[src/rtl/alarm_pkg.sv]
// Shared types for the alarm annunciator: FSM states, active_code values and
// the fire > burglar > rain priority helpers.
package alarm_pkg;

  typedef enum logic [1:0] {ST_IDLE, ST_ALERT, ST_MUTED} state_t;

  localparam logic [1:0] CODE_NONE    = 2'b00;
  localparam logic [1:0] CODE_RAIN    = 2'b01;
  localparam logic [1:0] CODE_BURGLAR = 2'b10;
  localparam logic [1:0] CODE_FIRE    = 2'b11;

  // Source vector bit positions; the code value is the bit index plus one.
  localparam int SRC_RAIN    = 0;
  localparam int SRC_BURGLAR = 1;
  localparam int SRC_FIRE    = 2;
  localparam int NUM_SRC     = 3;

  function automatic logic [1:0] top_code(input logic [NUM_SRC-1:0] p);
    if (p[SRC_FIRE])         return CODE_FIRE;
    else if (p[SRC_BURGLAR]) return CODE_BURGLAR;
    else if (p[SRC_RAIN])    return CODE_RAIN;
    else                     return CODE_NONE;
  endfunction

  function automatic logic [NUM_SRC-1:0] code_mask(input logic [1:0] c);
    case (c)
      CODE_RAIN:    return 3'b001;
      CODE_BURGLAR: return 3'b010;
      CODE_FIRE:    return 3'b100;
      default:      return 3'b000;
    endcase
  endfunction

endpackage

[src/rtl/alarm_manager_tick_gen.sv]
// Free-running modulo counter producing a 1-cycle tick every TICK_DIV clocks.
module tick_gen #(
  parameter int TICK_DIV = 50000
) (
  input  logic clk,
  input  logic reset,
  output logic tick
);
  localparam int CW = (TICK_DIV > 2) ? $clog2(TICK_DIV) : 1;
  localparam logic [CW-1:0] LAST = CW'(TICK_DIV - 1);

  logic [CW-1:0] cnt;

  always_ff @(posedge clk or posedge reset) begin
    if (reset)            cnt <= '0;
    else if (cnt == LAST) cnt <= '0;
    else                  cnt <= cnt + CW'(1);
  end

  assign tick = (cnt == LAST);

endmodule

[src/rtl/alarm_manager.sv]
// Alarm annunciator: latches rain/burglar/fire events, arbitrates by priority
// and drives patterned siren/buzzer. Define ALARM_LOG_EN for event_count.
module alarm_manager
  import alarm_pkg::*;
#(
  parameter int TICK_DIV      = 50000,
  parameter int SIREN_TIMEOUT = 600
) (
  input  logic       clk,
  input  logic       reset,
  input  logic       burglar_in,
  input  logic       fire_in,
  input  logic       rain_in,
  input  logic       ack,
  output logic       siren,
  output logic       buzzer,
  output logic [1:0] active_code,
  output logic       alarm_active
`ifdef ALARM_LOG_EN
  ,
  output logic [23:0] event_count
`endif
);
  localparam int TW = $clog2(SIREN_TIMEOUT + 1);
  localparam logic [TW-1:0] TMO_MAX = TW'(SIREN_TIMEOUT);

  logic [NUM_SRC-1:0] src, src_q, rise, pend, pend_n;
  logic               ack_q, ack_rise, ack_eff, armed, tick, restart;
  logic [1:0]         code, code_n, phase, phase_n;
  logic [TW-1:0]      tmo, tmo_n;
  state_t             state, state_n;

  tick_gen #(.TICK_DIV(TICK_DIV)) u_tick (
    .clk  (clk),
    .reset(reset),
    .tick (tick)
  );

  assign src = {fire_in, burglar_in, rain_in};

  // The first edge after reset only loads the history registers, so a level
  // already high at release is not mistaken for a new event.
  assign rise     = src & ~src_q & {NUM_SRC{armed}};
  assign ack_rise = ack & ~ack_q & armed;
  assign code     = top_code(pend);

  always_comb begin
    ack_eff = ack_rise && (state != ST_IDLE);
    pend_n  = pend;
    if (ack_eff) pend_n = pend_n & ~code_mask(code);
    pend_n  = pend_n | rise;
    code_n  = top_code(pend_n);

    state_n = state;
    if (pend_n == '0)
      state_n = ST_IDLE;
    else if ((|rise) || ack_eff)
      state_n = ST_ALERT;
    else if (state == ST_ALERT && tmo == TMO_MAX && code != CODE_FIRE)
      state_n = ST_MUTED;

    restart = (state_n == ST_ALERT) &&
              ((state != ST_ALERT) || (code_n != code) || ack_eff);

    phase_n = phase;
    tmo_n   = tmo;
    if (state_n != ST_ALERT || restart) begin
      phase_n = '0;
      tmo_n   = '0;
    end else begin
      if (tick) phase_n = phase + 2'd1;
      if (code_n == CODE_FIRE)          tmo_n = '0;
      else if (tick && tmo != TMO_MAX)  tmo_n = tmo + TW'(1);
    end
  end

  always_ff @(posedge clk or posedge reset) begin
    if (reset) begin
      armed <= 1'b0;
      src_q <= '0;
      ack_q <= 1'b0;
      pend  <= '0;
      state <= ST_IDLE;
      phase <= '0;
      tmo   <= '0;
    end else begin
      armed <= 1'b1;
      src_q <= src;
      ack_q <= ack;
      pend  <= pend_n;
      state <= state_n;
      phase <= phase_n;
      tmo   <= tmo_n;
    end
  end

  // Outputs decode straight from registers so reset clears them immediately.
  assign siren        = (state == ST_ALERT) &&
                        ((code == CODE_FIRE) || (code == CODE_BURGLAR && !phase[0]));
  assign buzzer       = (state == ST_ALERT) && (code == CODE_RAIN) && (phase == 2'd0);
  assign active_code  = code;
  assign alarm_active = |pend;

`ifdef ALARM_LOG_EN
  logic [NUM_SRC-1:0][7:0] ev_cnt;

  for (genvar i = 0; i < NUM_SRC; i++) begin : g_log
    always_ff @(posedge clk or posedge reset) begin
      if (reset)                          ev_cnt[i] <= '0;
      else if (rise[i] && ev_cnt[i] != 8'hFF) ev_cnt[i] <= ev_cnt[i] + 8'd1;
    end
  end

  assign event_count = ev_cnt;
`endif

endmodule

[config.mk]
export PLATFORM = sky130hd
export DESIGN_NAME = alarm_manager
export DESIGN_NICKNAME = d
export VERILOG_FILES = /design/src/rtl/alarm_pkg.sv /design/src/rtl/alarm_manager_tick_gen.sv /design/src/rtl/alarm_manager.sv
export SDC_FILE = /design/constraint.sdc
export NUM_CORES = 1
export LEC_CHECK = 0
export CAP_MARGIN = 20
export CORE_ASPECT_RATIO = 0.6
export CORE_MARGIN = 4
export CORE_UTILIZATION = 53
export CTS_CLUSTER_SIZE = 8
export DETAILED_ROUTE_END_ITERATION = 6
export GPL_TIMING_DRIVEN = 0
export PLACE_DENSITY = 0.84
export SLEW_MARGIN = 20
export SYNTH_ARGS = -nofsm -noshare
export SYNTH_HDL_FRONTEND = slang
export SYNTH_HIERARCHICAL = 1
export SYNTH_SLANG_ARGS = --single-unit
[constraint.sdc]
create_clock -name clk -period 2.68 [get_ports clk]
set_input_delay 0.402 -clock clk [delete_from_list [all_inputs] [get_ports clk]]
set_output_delay 0.402 -clock clk [all_outputs]
set_load 0.05 [all_outputs]
==> flow_summary.yaml <==
synthesis:
  yosys_warnings: 6
  synth_edf_count: 0
  avgSynthCellArea_um2: 10.1
  yosys.area.top_type_share_pct: 45.3
  syn-num-nets: 217
  netlist_instances: 207
  ys_types: 52
  async_reset_ff_share_pct: 100
  syn-cell-area_mm2: 0.00210
  synthTopCellsByCount: "dfrtp_1 (38), nor2_1 (20), nand2_1 (15), inv_1 (12), xor2_1 (12)"
  synth_most_common_cell: "dfrtp_1"
  yosys.area.top_type: "dfrtp_1"
  ys_ff_latch: 38
  ys_seq_area_share_pct: 45.3
  synth_area_leaders: "dfrtp_1 (45%), xor2_1 (5.0%), nor2_1 (3.6%), xnor2_1 (3.3%), nand4_1 (3.3%)"
  synth-main-ff-cell: "dfrtp_1"
setup_path:
  end_kind: "register"
  slowest_stage: "or4b_4"
  critPathKind: "reg2reg"
  critPathTopFamily: "simple AND/OR/NAND/NOR gates"
  path_max_fanout: 6
  reg2reg_slack_ns: 0.13
  cp_num_buf_inv: 1
  startpoint_type: "register"
  cpPeakStageDelay_ns: 0.53
  worstPathRequired_ns: 2.91
  cp_data_arrival_time_ns: 2.78
  path_cells: "or4b_4, nor4_4, buf_6, nand2_1, nor3_4, nand3_2, or3_1, a21oi_1"
floorplanning:
  die_width_um: 89.2
  die_y_um: 56.7
  initial_core_util_pct: 56.0
  core_area_mm2: 0.00374
  num_rows: 17
  ioPinCount: 11
  fp.dieArea_mm2: 0.00506
grt:
  gr-total-overflow: 0
  grt_pass1_vias: 1504
  antenna_found_initial: 0
  grt_pass1_wl_um: 7310
  grt_usage_pct: 18.9
  grt_max_degree: 23
sta:
  slew-limit-headroom_pct: 40.8
  rsz0062_at_grt: "no"
  drv_slew: 0
  timing.fmax_ghz: 0.393
  finalCriticalPeriod_ns: 2.55
  worst-slew-pin-transition_ns: 0.887
  finalHoldViolations: 0
  clock_skew_ns: 0.0135
  post-route-period-util_pct: 95.0
  setup-tns-final_ns: 0
  setup_viol: 0
power_and_ir_drop:
  p_total_mw: 1.42
  powerDensity_mw_per_mm2: 588
  ir_worst_vdd_v: 0.000347
  p_leak_nw: 1.03
outcome:
  status: "complete, no violations"
routing:
  drt_iter0_drc: 99
  vias: 1652
  post-route-drc-count: 0
  antenna_violating_nets_post_route: 0
  drt-wirelength-per-cell_um: 15.8
  viasPerCell: 6.05
  drt_first_pass_iters: 4
  wl_um: 4310
clocking:
  cts_tree: "done"
  cts.sinks: 38
  cts.reportedPaths.clkPinSlew_ns: 0.09
  worstSkewPairLatency_ns: 0.31
  clockBufferDepth: 2
  cts_buffers: 5
  htree_levels: 2
  clockRootBuffer: "clkbuf_8"
hold_path:
  hold_path.class: "in2async"
placed_design:
  dp_cells: 264
  io_buffers: 10
  hpwl_um: 3020
  place_congestion: 0.877
layout:
  fin_nets: 235
  layout.cells.non_filler: 273
  drive_gt1_share_pct: 15.0
  n_fill_cell: 300
  diodes: 0
  area_delta_synth_final_pct: 14.7
flow_run:
  cap_violations: 0
==> worst paths after layout <==
check,startpoint,to,depth (start not counted)
setup / recovery,u_tick/cnt[4],tmo[9],8
hold / removal,reset,u_tick/cnt[10],2
setup reg to reg,u_tick/cnt[4],tmo[9],8
hold reg to reg,u_tick/cnt[7],u_tick/cnt[7],1
max in group asynchronous,reset,tmo[8],2
min in group clk,u_tick/cnt[7],u_tick/cnt[7],1
==> state kept, by name, summed over array words and instances (netlist names) <==
register	cells
armed	1
phase	2
u_tick/cnt	16
pend	3
src_q	3
state	2
tmo	10
ack_q	1
==> per-layer routing <==
metal,wire length [um],GRT usage (%),part of all wire (%),up-vias
met4,49,6.37,1.1,0
li1,-,-,-,777
met5,0,0,0,-
met1,2090,28.8,49,810
met2,1840,24.8,43,60
met3,319,5.87,7.4,5
==> cells by family (layout without fill, tap and decap cells) <==
family	count (synthesis)	after routing	synth area share, %
simple gates	100	100	30.0
flops	38	38	45.3
compound gates	25	25	8.77
xor+xnor	20	20	8.35
buf+inv	16	35	3.52
fa+ha+maj	5	5	2.92
mux	2	2	0.954
other cells	1	1	0.179
==> cell usage in the layout, fill, tap and decap left out, types with 2 or more instances in the layout <==
master            n
buf_4             2
o21ai_0           8
nor3_1            6
xnor2_1           8
mux2i_1           2
dfrtp_2           2
clkdlybuf4s50_1   9
xor2_1           12
nor3b_1           2
clkbuf_8          5
dfrtp_1          36
a21oi_1           7
or3_1             3
inv_1            12
nand2_1          15
or4bb_1           2
buf_6             2
clkinvlp_4        2
and4_1            2
nor4b_2           2
nor4_1            5
nor2_1           20
nor2b_1           3
and3_1            2
nand4_1          11
nand3_1           7
nand2b_1          2
nand4b_1          2
or2_2             2
ha_1              4
nand3b_1          2
==> per-stage QoR <==
| stage | utilization (%) | worst slack (ns) | area, um^2 | hold slack (ns) |
|---|---|---|---|---|
| 3_5_place_dp | 60.5 | -0.190 | 2260 | 0.502 |
| 4_1_cts | 63.8 | 0.00383 | 2390 | 0.512 |
| 6_report | 64.3 | 0.134 | 2410 | 0.480 |
| 3_3_place_gp | 60.5 | -0.194 | 2260 | 0.492 |
| 5_1_grt | 64.3 | 0.00604 | 2410 | 0.540 |
| 2_1_floorplan | - | 0.114 | 2100 | 0.316 |
==> worst register-to-register path, delay by kind of cell, from the launching register on <==
kind / cells / cell delay (ns)
simple gates: 6 / 1.70
flops: 1 / 0.45
buf+inv: 1 / 0.18
compound gates: 1 / 0.14
==> where the power goes <==
part	switching, mW	leakage, nW	total (mW)	internal, mW
logic	0.199	0.496	0.299	0.100
registers	0.0202	0.487	0.610	0.590
clock network	0.230	0.0504	0.507	0.277
total	0.449	1.03	1.42	0.967
==> cell type report <==
cell class / instances / area [um^2] / share of cell area, %
inverter: 12 / 45.0 / 1.87
sequential: 38 / 953 / 39.6
buffer: 4 / 35.0 / 1.46
clock inverter: 3 / 45.0 / 1.87
timing repair buffer: 11 / 110 / 4.57
tap: 47 / 58.8 / 2.44
clock buffer: 5 / 68.8 / 2.86
multi-input combinational: 153 / 1090 / 45.3
==> what timing repair did <==
| item | CTS | global route |
|---|---|---|
| pin swaps | 1 | 1 |
| hold buffers | 0 | 0 |
| buffers inserted | 1 | 0 |
| resized for setup | 1 | 6 |
| setup endpoints to repair | 1 | 2 |
Power figures use the tool's default switching activity.
